[src/rtl/reset_release_sequencer.sv]
// reset_release_sequencer: asserts all domain resets, holds them, then releases domains one at a time in ascending order
module reset_release_sequencer #(
  parameter int N_DOMAINS = 3,
  parameter int HOLD_CYCLES = 16,
  parameter int ACK_TIMEOUT = 64
) (
  input  logic                 clock,
  input  logic                 reset,
  input  logic                 io_req,
  input  logic [N_DOMAINS-1:0] io_ack,
  output logic [N_DOMAINS-1:0] io_rst,
  output logic                 io_busy,
  output logic                 io_done,
  output logic                 io_timeout
);
  localparam int KW = N_DOMAINS > 1 ? $clog2(N_DOMAINS) : 1;
  localparam int CMAX = HOLD_CYCLES > ACK_TIMEOUT ? HOLD_CYCLES : ACK_TIMEOUT;
  localparam int CW = $clog2(CMAX);
  localparam logic [KW-1:0] K_LAST = KW'(N_DOMAINS - 1);
  localparam logic [CW-1:0] HOLD_END = CW'(HOLD_CYCLES - 1);
  localparam logic [CW-1:0] ACK_END = CW'(ACK_TIMEOUT - 1);
  typedef enum logic [2:0] {IDLE, ASSERT, HOLD, RELEASE, DONE} state_t;
  state_t state_q, state_d;
  logic [CW-1:0] cnt_q, cnt_d;
  logic [KW-1:0] k_q, k_d;
  logic [N_DOMAINS-1:0] rst_q, rst_d;
  logic busy_q, busy_d, done_q, done_d, timeout_q, timeout_d;
  logic ack_all, ack_k, expired;
  // one counter serves both the ack-wait timer and the hold timer
  always_comb begin
    ack_all = &io_ack;
    ack_k = io_ack[k_q];
    expired = cnt_q == ACK_END;
    state_d = state_q;
    cnt_d = cnt_q + CW'(1);
    k_d = k_q;
    timeout_d = timeout_q;
    case (state_q)
      IDLE: begin
        cnt_d = '0;
        k_d = '0;
        if (io_req) begin
          state_d = ASSERT;
          timeout_d = 1'b0;
        end
      end
      ASSERT:
        if (ack_all || expired) begin
          state_d = HOLD;
          cnt_d = '0;
          timeout_d = timeout_q | ~ack_all;
        end
      HOLD:
        if (io_req) cnt_d = '0;
        else if (cnt_q == HOLD_END) begin
          state_d = RELEASE;
          cnt_d = '0;
          k_d = '0;
        end
      RELEASE:
        if (io_req) begin
          state_d = ASSERT;
          cnt_d = '0;
          k_d = '0;
        end else if (!ack_k || expired) begin
          timeout_d = timeout_q | ack_k;
          cnt_d = '0;
          if (k_q == K_LAST) state_d = DONE;
          else k_d = k_q + KW'(1);
        end
      DONE: begin
        state_d = io_req ? ASSERT : IDLE;
        cnt_d = '0;
        k_d = '0;
      end
      default: state_d = ASSERT;
    endcase
    busy_d = state_d != IDLE;
    done_d = state_d == DONE;
    for (int i = 0; i < N_DOMAINS; i++)
      rst_d[i] = state_d == ASSERT || state_d == HOLD || (state_d == RELEASE && i > int'(k_d));
  end
  always_ff @(posedge clock) begin
    if (reset) begin
      state_q <= ASSERT;
      cnt_q <= '0;
      k_q <= '0;
      rst_q <= '1;
      busy_q <= 1'b1;
      done_q <= 1'b0;
      timeout_q <= 1'b0;
    end else begin
      state_q <= state_d;
      cnt_q <= cnt_d;
      k_q <= k_d;
      rst_q <= rst_d;
      busy_q <= busy_d;
      done_q <= done_d;
      timeout_q <= timeout_d;
    end
  end
  assign io_rst = rst_q;
  assign io_busy = busy_q;
  assign io_done = done_q;
  assign io_timeout = timeout_q;
endmodule

[config.mk]
export PLATFORM = sky130hd
export DESIGN_NAME = reset_release_sequencer
export DESIGN_NICKNAME = d
export VERILOG_FILES = /design/src/rtl/reset_release_sequencer.sv
export SDC_FILE = /design/constraint.sdc
export NUM_CORES = 1
export LEC_CHECK = 0
export BUFFER_PORTS_ARGS = -buffer_cell sky130_fd_sc_hd__buf_2
export CORE_ASPECT_RATIO = 1.5
export CORE_MARGIN = 4
export CORE_UTILIZATION = 38
export CTS_CLUSTER_DIAMETER = 200
export DETAILED_ROUTE_END_ITERATION = 12
export PLACE_DENSITY = 0.62
export SETUP_SLACK_MARGIN = 0.2
export SLEW_MARGIN = 10
export SYNTH_ARGS = -nofsm -noshare
export SYNTH_HDL_FRONTEND = slang
export SYNTH_SLANG_ARGS = --single-unit
export TNS_END_PERCENT = 10
[constraint.sdc]
create_clock -name clock -period 2.9 [get_ports clock]
set_clock_uncertainty 0.15 [all_clocks]
set_input_delay 0.58 -clock clock [delete_from_list [all_inputs] [get_ports clock]]
set_output_delay 0.58 -clock clock [all_outputs]
set_load 0.02 [all_outputs]
==> flow_summary.ini, run 1 <==
[outcome]
outcome = finished clean

[placement]
hpwl_um = 1450
portBuffers = 11
gp_congestion = 0.810

[yosys]
synth_top_area_share_pct = 35.2
synth_top_area_cell = dfxtp_1
yosys_warnings = 0
synth.most_common_cell = dfxtp_1
async_flop_share_pct = 0
synth.area.top_cells = dfxtp_1 (35%), nor2_1 (5.8%), ha_1 (3.9%)
synth_seq_cells = 17
synth_cells = 111
yosys-top-cells-count = dfxtp_1 (17), nor2_1 (15), nand2_1 (9)
ys_types = 44
synth_edf_count = 0
synth_area_um2 = 967
yosysSeqAreaShare_pct = 35.2
syn_avg_cell_area_um2 = 8.71
synth_fp_nets = 120
synth_ff_type = dfxtp_1

[clock_tree]
ctsHtreeMaxLevel = 1
cts_resized = 0
clockRootBuffer = clkbuf_4
clkSlewWorstSetupHoldPaths_ps = 90
cts.sinks = 17
postCtsSetupBuffers = 0
cts_hold_buf = 0
cts_tree = done
clock_path_buffers = 2
insertion_delay_ps = 280
cts_inserted_buffers = 3

[drt]
first_pass_iters = 4
drt-total-wl_um = 1880
via_per_inst = 5.66
drtIter0Drc = 18
wl_per_cell_um = 12.8
ant_nets = 0
vias = 826
drc = 0

[floorplan]
io_pins = 12
die_h_um = 69.8
fp-row-count = 22
die_w_um = 49.2
die_area_mm2 = 0.00343
initial_core_util_pct = 39.5
core_region_area_mm2 = 0.00245

[pwr]
power.density_mw_per_mm2 = 418
vdd_drop_max_uv = 243
power_mw = 0.432
p_leak_nw = 0.377

[timing]
timing.slew.headroom_pct = 55.5
drv_slew = 0
finalSetupTns_ps = 0
rsz0062_at_grt = no
hold_violations = 0
worst_slew_pin_slew_ps = 667
max_freq_ghz = 0.398
finalSetupViolCount = 0
finalCritPeriodShare_pct = 86.6
fin_crit_ps = 2510

[grt]
grt_pass1_wl_um = 3190
first_global_vias = 790
grt_max_degree = 14
grtUsageTotal_pct = 11.6
antenna_found_initial = 0
grt_overflow = 0

[hold_path]
hp-start = cnt_q[0]
min_path_type = flip-flop to flip-flop

[flow_run]
max_cap_viol_count = 0

[layout]
layout-drive-gt1-share_pct = 20.5
syn_to_final_growth_pct = 6.86
antenna_cells = 0
fin_util_pct = 42.2
fill_cells = 249
nets = 132

[setup_path]
crit_path_max_fanout = 13
reg2reg_from = state_q[1]
crit_type = flip-flop to flip-flop
critPathLaunch = state_q[1]
worstPathArrival_ps = 2550
required_ps = 2930
critPathLaunchType = flip-flop
cp-end-kind = flip-flop
-- cell type report --
type | count | area [um2] | area share (%)
inverters | 6 | 22.5 | 2.18
repair buffers | 11 | 55.1 | 5.33
flip-flops and latches | 17 | 340 | 32.9
clock buffers | 4 | 26.3 | 2.54
multi-input cells | 84 | 559 | 54.1
well taps | 24 | 30.0 | 2.91
-- per-layer routing --
metal  share of wire [%]  GRT usage [%]  vias to the layer above
met5                   0              0                        -
li1                    -              -                      413
met1                  43           12.5                      393
met4                 2.4           7.91                        0
met3                 2.6           1.29                        4
met2                  52           20.4                       16
-- critical path, cell delays in order, from the launching register on --
cell and delay, ps:
dfxtp_1 560, or4b_4 530, or3_1 330, a21oi_2 160, a311oi_2 80, or3_1 410
o21a_1 190
-- report_power, final --
| part | total (mW) | switching, mW | internal [mW] | leakage (nW) |
|---|---|---|---|---|
| clock | 0.121 | 0.0678 | 0.0533 | 0.0150 |
| sequential | 0.248 | 0.00668 | 0.242 | 0.138 |
| combinational | 0.0624 | 0.0355 | 0.0269 | 0.224 |
-- layout by cell type, fill, tap and decap left out, types with 3 or more instances in the layout --
master / netlist / final
buf_2: 0 / 11
inv_1: 6 / 6
nor2_1: 15 / 15
o21a_1: 3 / 3
dfxtp_1: 17 / 17
ha_1: 3 / 3
nand2_1: 9 / 9
nand2b_1: 6 / 6
xnor2_1: 4 / 4
a22oi_1: 3 / 3
o21ai_0: 4 / 4
a21oi_1: 3 / 3
clkbuf_4: 0 / 3
-- flip-flops by register name (all words and copies together) (netlist names) --
register,cells
state_q,3
k_q,2
io_busy,1
io_done,1
cnt_q,6
io_rst,3
io_timeout,1
-- cells by family (layout without fill, tap and decap cells) --
kind of cell / count (synthesis) / in the layout / share of synthesized area [%]
adders and majority gates: 3 / 3 / 3.88
DFF: 17 / 17 / 35.2
and+or+nand+nor: 49 / 49 / 28.2
xor gates and xnor gates: 5 / 5 / 4.53
buffers and inverters: 10 / 21 / 6.99
muxes: 1 / 1 / 1.03
AOI/OAI and AO/OA: 26 / 26 / 20.2
-- through the flow --
step           cell area [um2]  hold WS, ps  setup slack [ps]  cells
2_1_floorplan              967          263               472    111
3_3_place_gp              1010          277               263    142
3_5_place_dp              1010          296               243    142
4_1_cts                   1030          309               404    146
5_1_grt                   1030          333               296    146
6_report                  1030          305               388    146
-- final timing paths --
path                                   to  slack (ps)  cells past startpoint
worst max-delay path            io_rst[2]         390                      6
worst min-delay path             cnt_q[0]         310                      1
worst max register to register  io_rst[2]         390                      6
worst min register to register   cnt_q[0]         310                      1
(Power assumes the default switching activity.)
==> run 2: changes to the inputs <==
--- a/config.mk
+++ b/config.mk
@@ -8,10 +8,10 @@
 export BUFFER_PORTS_ARGS = -buffer_cell sky130_fd_sc_hd__buf_2
 export CORE_ASPECT_RATIO = 1.5
 export CORE_MARGIN = 4
-export CORE_UTILIZATION = 38
+export CORE_UTILIZATION = 41
 export CTS_CLUSTER_DIAMETER = 200
 export DETAILED_ROUTE_END_ITERATION = 12
-export PLACE_DENSITY = 0.62
+export PLACE_DENSITY = 0.66
 export SETUP_SLACK_MARGIN = 0.2
 export SLEW_MARGIN = 10
 export SYNTH_ARGS = -nofsm -noshare
==> run 2 against run 1 <==
Compared with the run above:
- core utilization grew 4.8 points
- global-route usage increased by 3.3 points
- sequential cell count unchanged
- cell count up 0.68%
- sequential share of layout area is 0.47 points lower
- fmax up 4.3%
- critical path depth unchanged
- routed wire length increased by 6.9%
- critical path type unchanged
- largest cell class unchanged
==> flow_summary.ini, run 2 (synthesis gave the netlist of run 1 again) <==
[floorplan]
die_w_um = 47.7
core_region_area_mm2 = 0.00223
initial_core_util_pct = 43.3
die_h_um = 67.5
die_area_mm2 = 0.00322
fp-row-count = 21
io_pins = 12

[clock_tree]
clkSlewWorstSetupHoldPaths_ps = 100
cts_resized = 0
clock_path_buffers = 2
insertion_delay_ps = 290
cts_tree = done
postCtsSetupBuffers = 0
clockRootBuffer = clkbuf_4
cts_inserted_buffers = 3
cts.sinks = 17
ctsHtreeMaxLevel = 1
cts_hold_buf = 0

[grt]
grtUsageMet3_pct = 1.60
grt_pass1_wl_um = 3480
top_usage_layer = met2
first_global_vias = 837
grt_overflow = 0
antenna_found_initial = 0
grt_max_degree = 14
grtUsageTotal_pct = 14.8
grt_util_met1_pct = 18.0
grtUsageMet2_pct = 23.7

[timing]
timing.slew.headroom_pct = 54.5
rsz0062_at_grt = no
drv_slew = 0
fin_crit_ps = 2410
finalSetupTns_ps = 0
whs_ps = 302
max_freq_ghz = 0.415
setup_slack_ps = 491
finalSetupViolCount = 0
finalCritPeriodShare_pct = 83.1
worst_slew_pin_slew_ps = 683
hold_violations = 0

[layout]
fin_cells = 147
largest_register_ffs = 6
fin_util_pct = 46.9
final_area_mm2 = 0.00105
final_cell_mix = dfxtp_1 (17), nor2_1 (15), buf_2 (11)
layout_commonest_cell = dfxtp_1
syn_to_final_growth_pct = 8.41
largest-register = cnt_q
antenna_cells = 0
layout-drive-gt1-share_pct = 22.6
nets = 134

[pwr]
vdd_drop_max_uv = 274
p_leak_nw = 0.391
power.density_mw_per_mm2 = 419
power_mw = 0.439

[setup_path]
critPathSlowestCell = or4b_4
crit_chain = or4b_4, or3_1, a21oi_2, a311oi_2, or3_1, o21a_1
reg2reg_from = state_q[0]
crit_path_max_fanout = 12
worstPathArrival_ps = 2450
crit_top_cell = or3_1
critPathTopFamily = simple AND/OR/NAND/NOR gates
critPathLaunch = state_q[0]
required_ps = 2940
crit_type = flip-flop to flip-flop
critPathLaunchType = flip-flop
cp-end-kind = flip-flop
max_stage_delay_ps = 570
crit_buf_inv = 0

[drt]
wl_per_cell_um = 13.6
drtIter0Drc = 18
via_per_inst = 5.48
vias = 805
drt-total-wl_um = 2010
ant_nets = 0
drc = 0
first_pass_iters = 4

[outcome]
outcome = finished clean

[placement]
gp_congestion = 0.813
portBuffers = 11
placed_cells = 143
hpwl_um = 1490
post-place-ws_ps = 252
placedInstanceArea_mm2 = 0.00102

[hold_path]
hp-start = cnt_q[0]
min_path_type = flip-flop to flip-flop

[flow_run]
max_cap_viol_count = 0
-- run 2: cell types whose count changed in the layout (fill, tap and decap cells not counted) --
| cell | change |
|---|---|
| buf_4 | +2 |
| clkbuf_1 | -1 |
| clkinv_2 | +1 |
-- run 2: path summary, 6_finish.rpt --
| check | depth (start not counted) | end | slack, ps |
|---|---|---|---|
| worst max-delay path | 6 | io_rst[2] | 490 |
| worst max register to register | 6 | io_rst[2] | 490 |
| worst min register to register | 1 | cnt_q[0] | 300 |
| worst min-delay path | 1 | cnt_q[0] | 300 |
-- run 2: cell type report --
cell class | instances | area [um2]
clock buffer | 3 | 22.5
clock inverter | 1 | 5.00
timing repair buffer | 13 | 70.1
tap | 23 | 28.8
fill | 215 | 1180
inverter | 6 | 22.5
sequential | 17 | 340
multi-input combinational | 84 | 559
-- run 2: report_power, final --
group | total [mW] | internal, mW | leakage [nW] | switching [mW]
clock | 0.127 | 0.0512 | 0.0177 | 0.0757
combinational | 0.0657 | 0.0277 | 0.235 | 0.0380
sequential | 0.247 | 0.242 | 0.138 | 0.00496
-- run 2: metal layers --
metal | vias up | routed length [um]
li1 | 419 | -
met4 | 0 | 34
met5 | - | 0
met3 | 4 | 53
met1 | 369 | 900
met2 | 13 | 1020
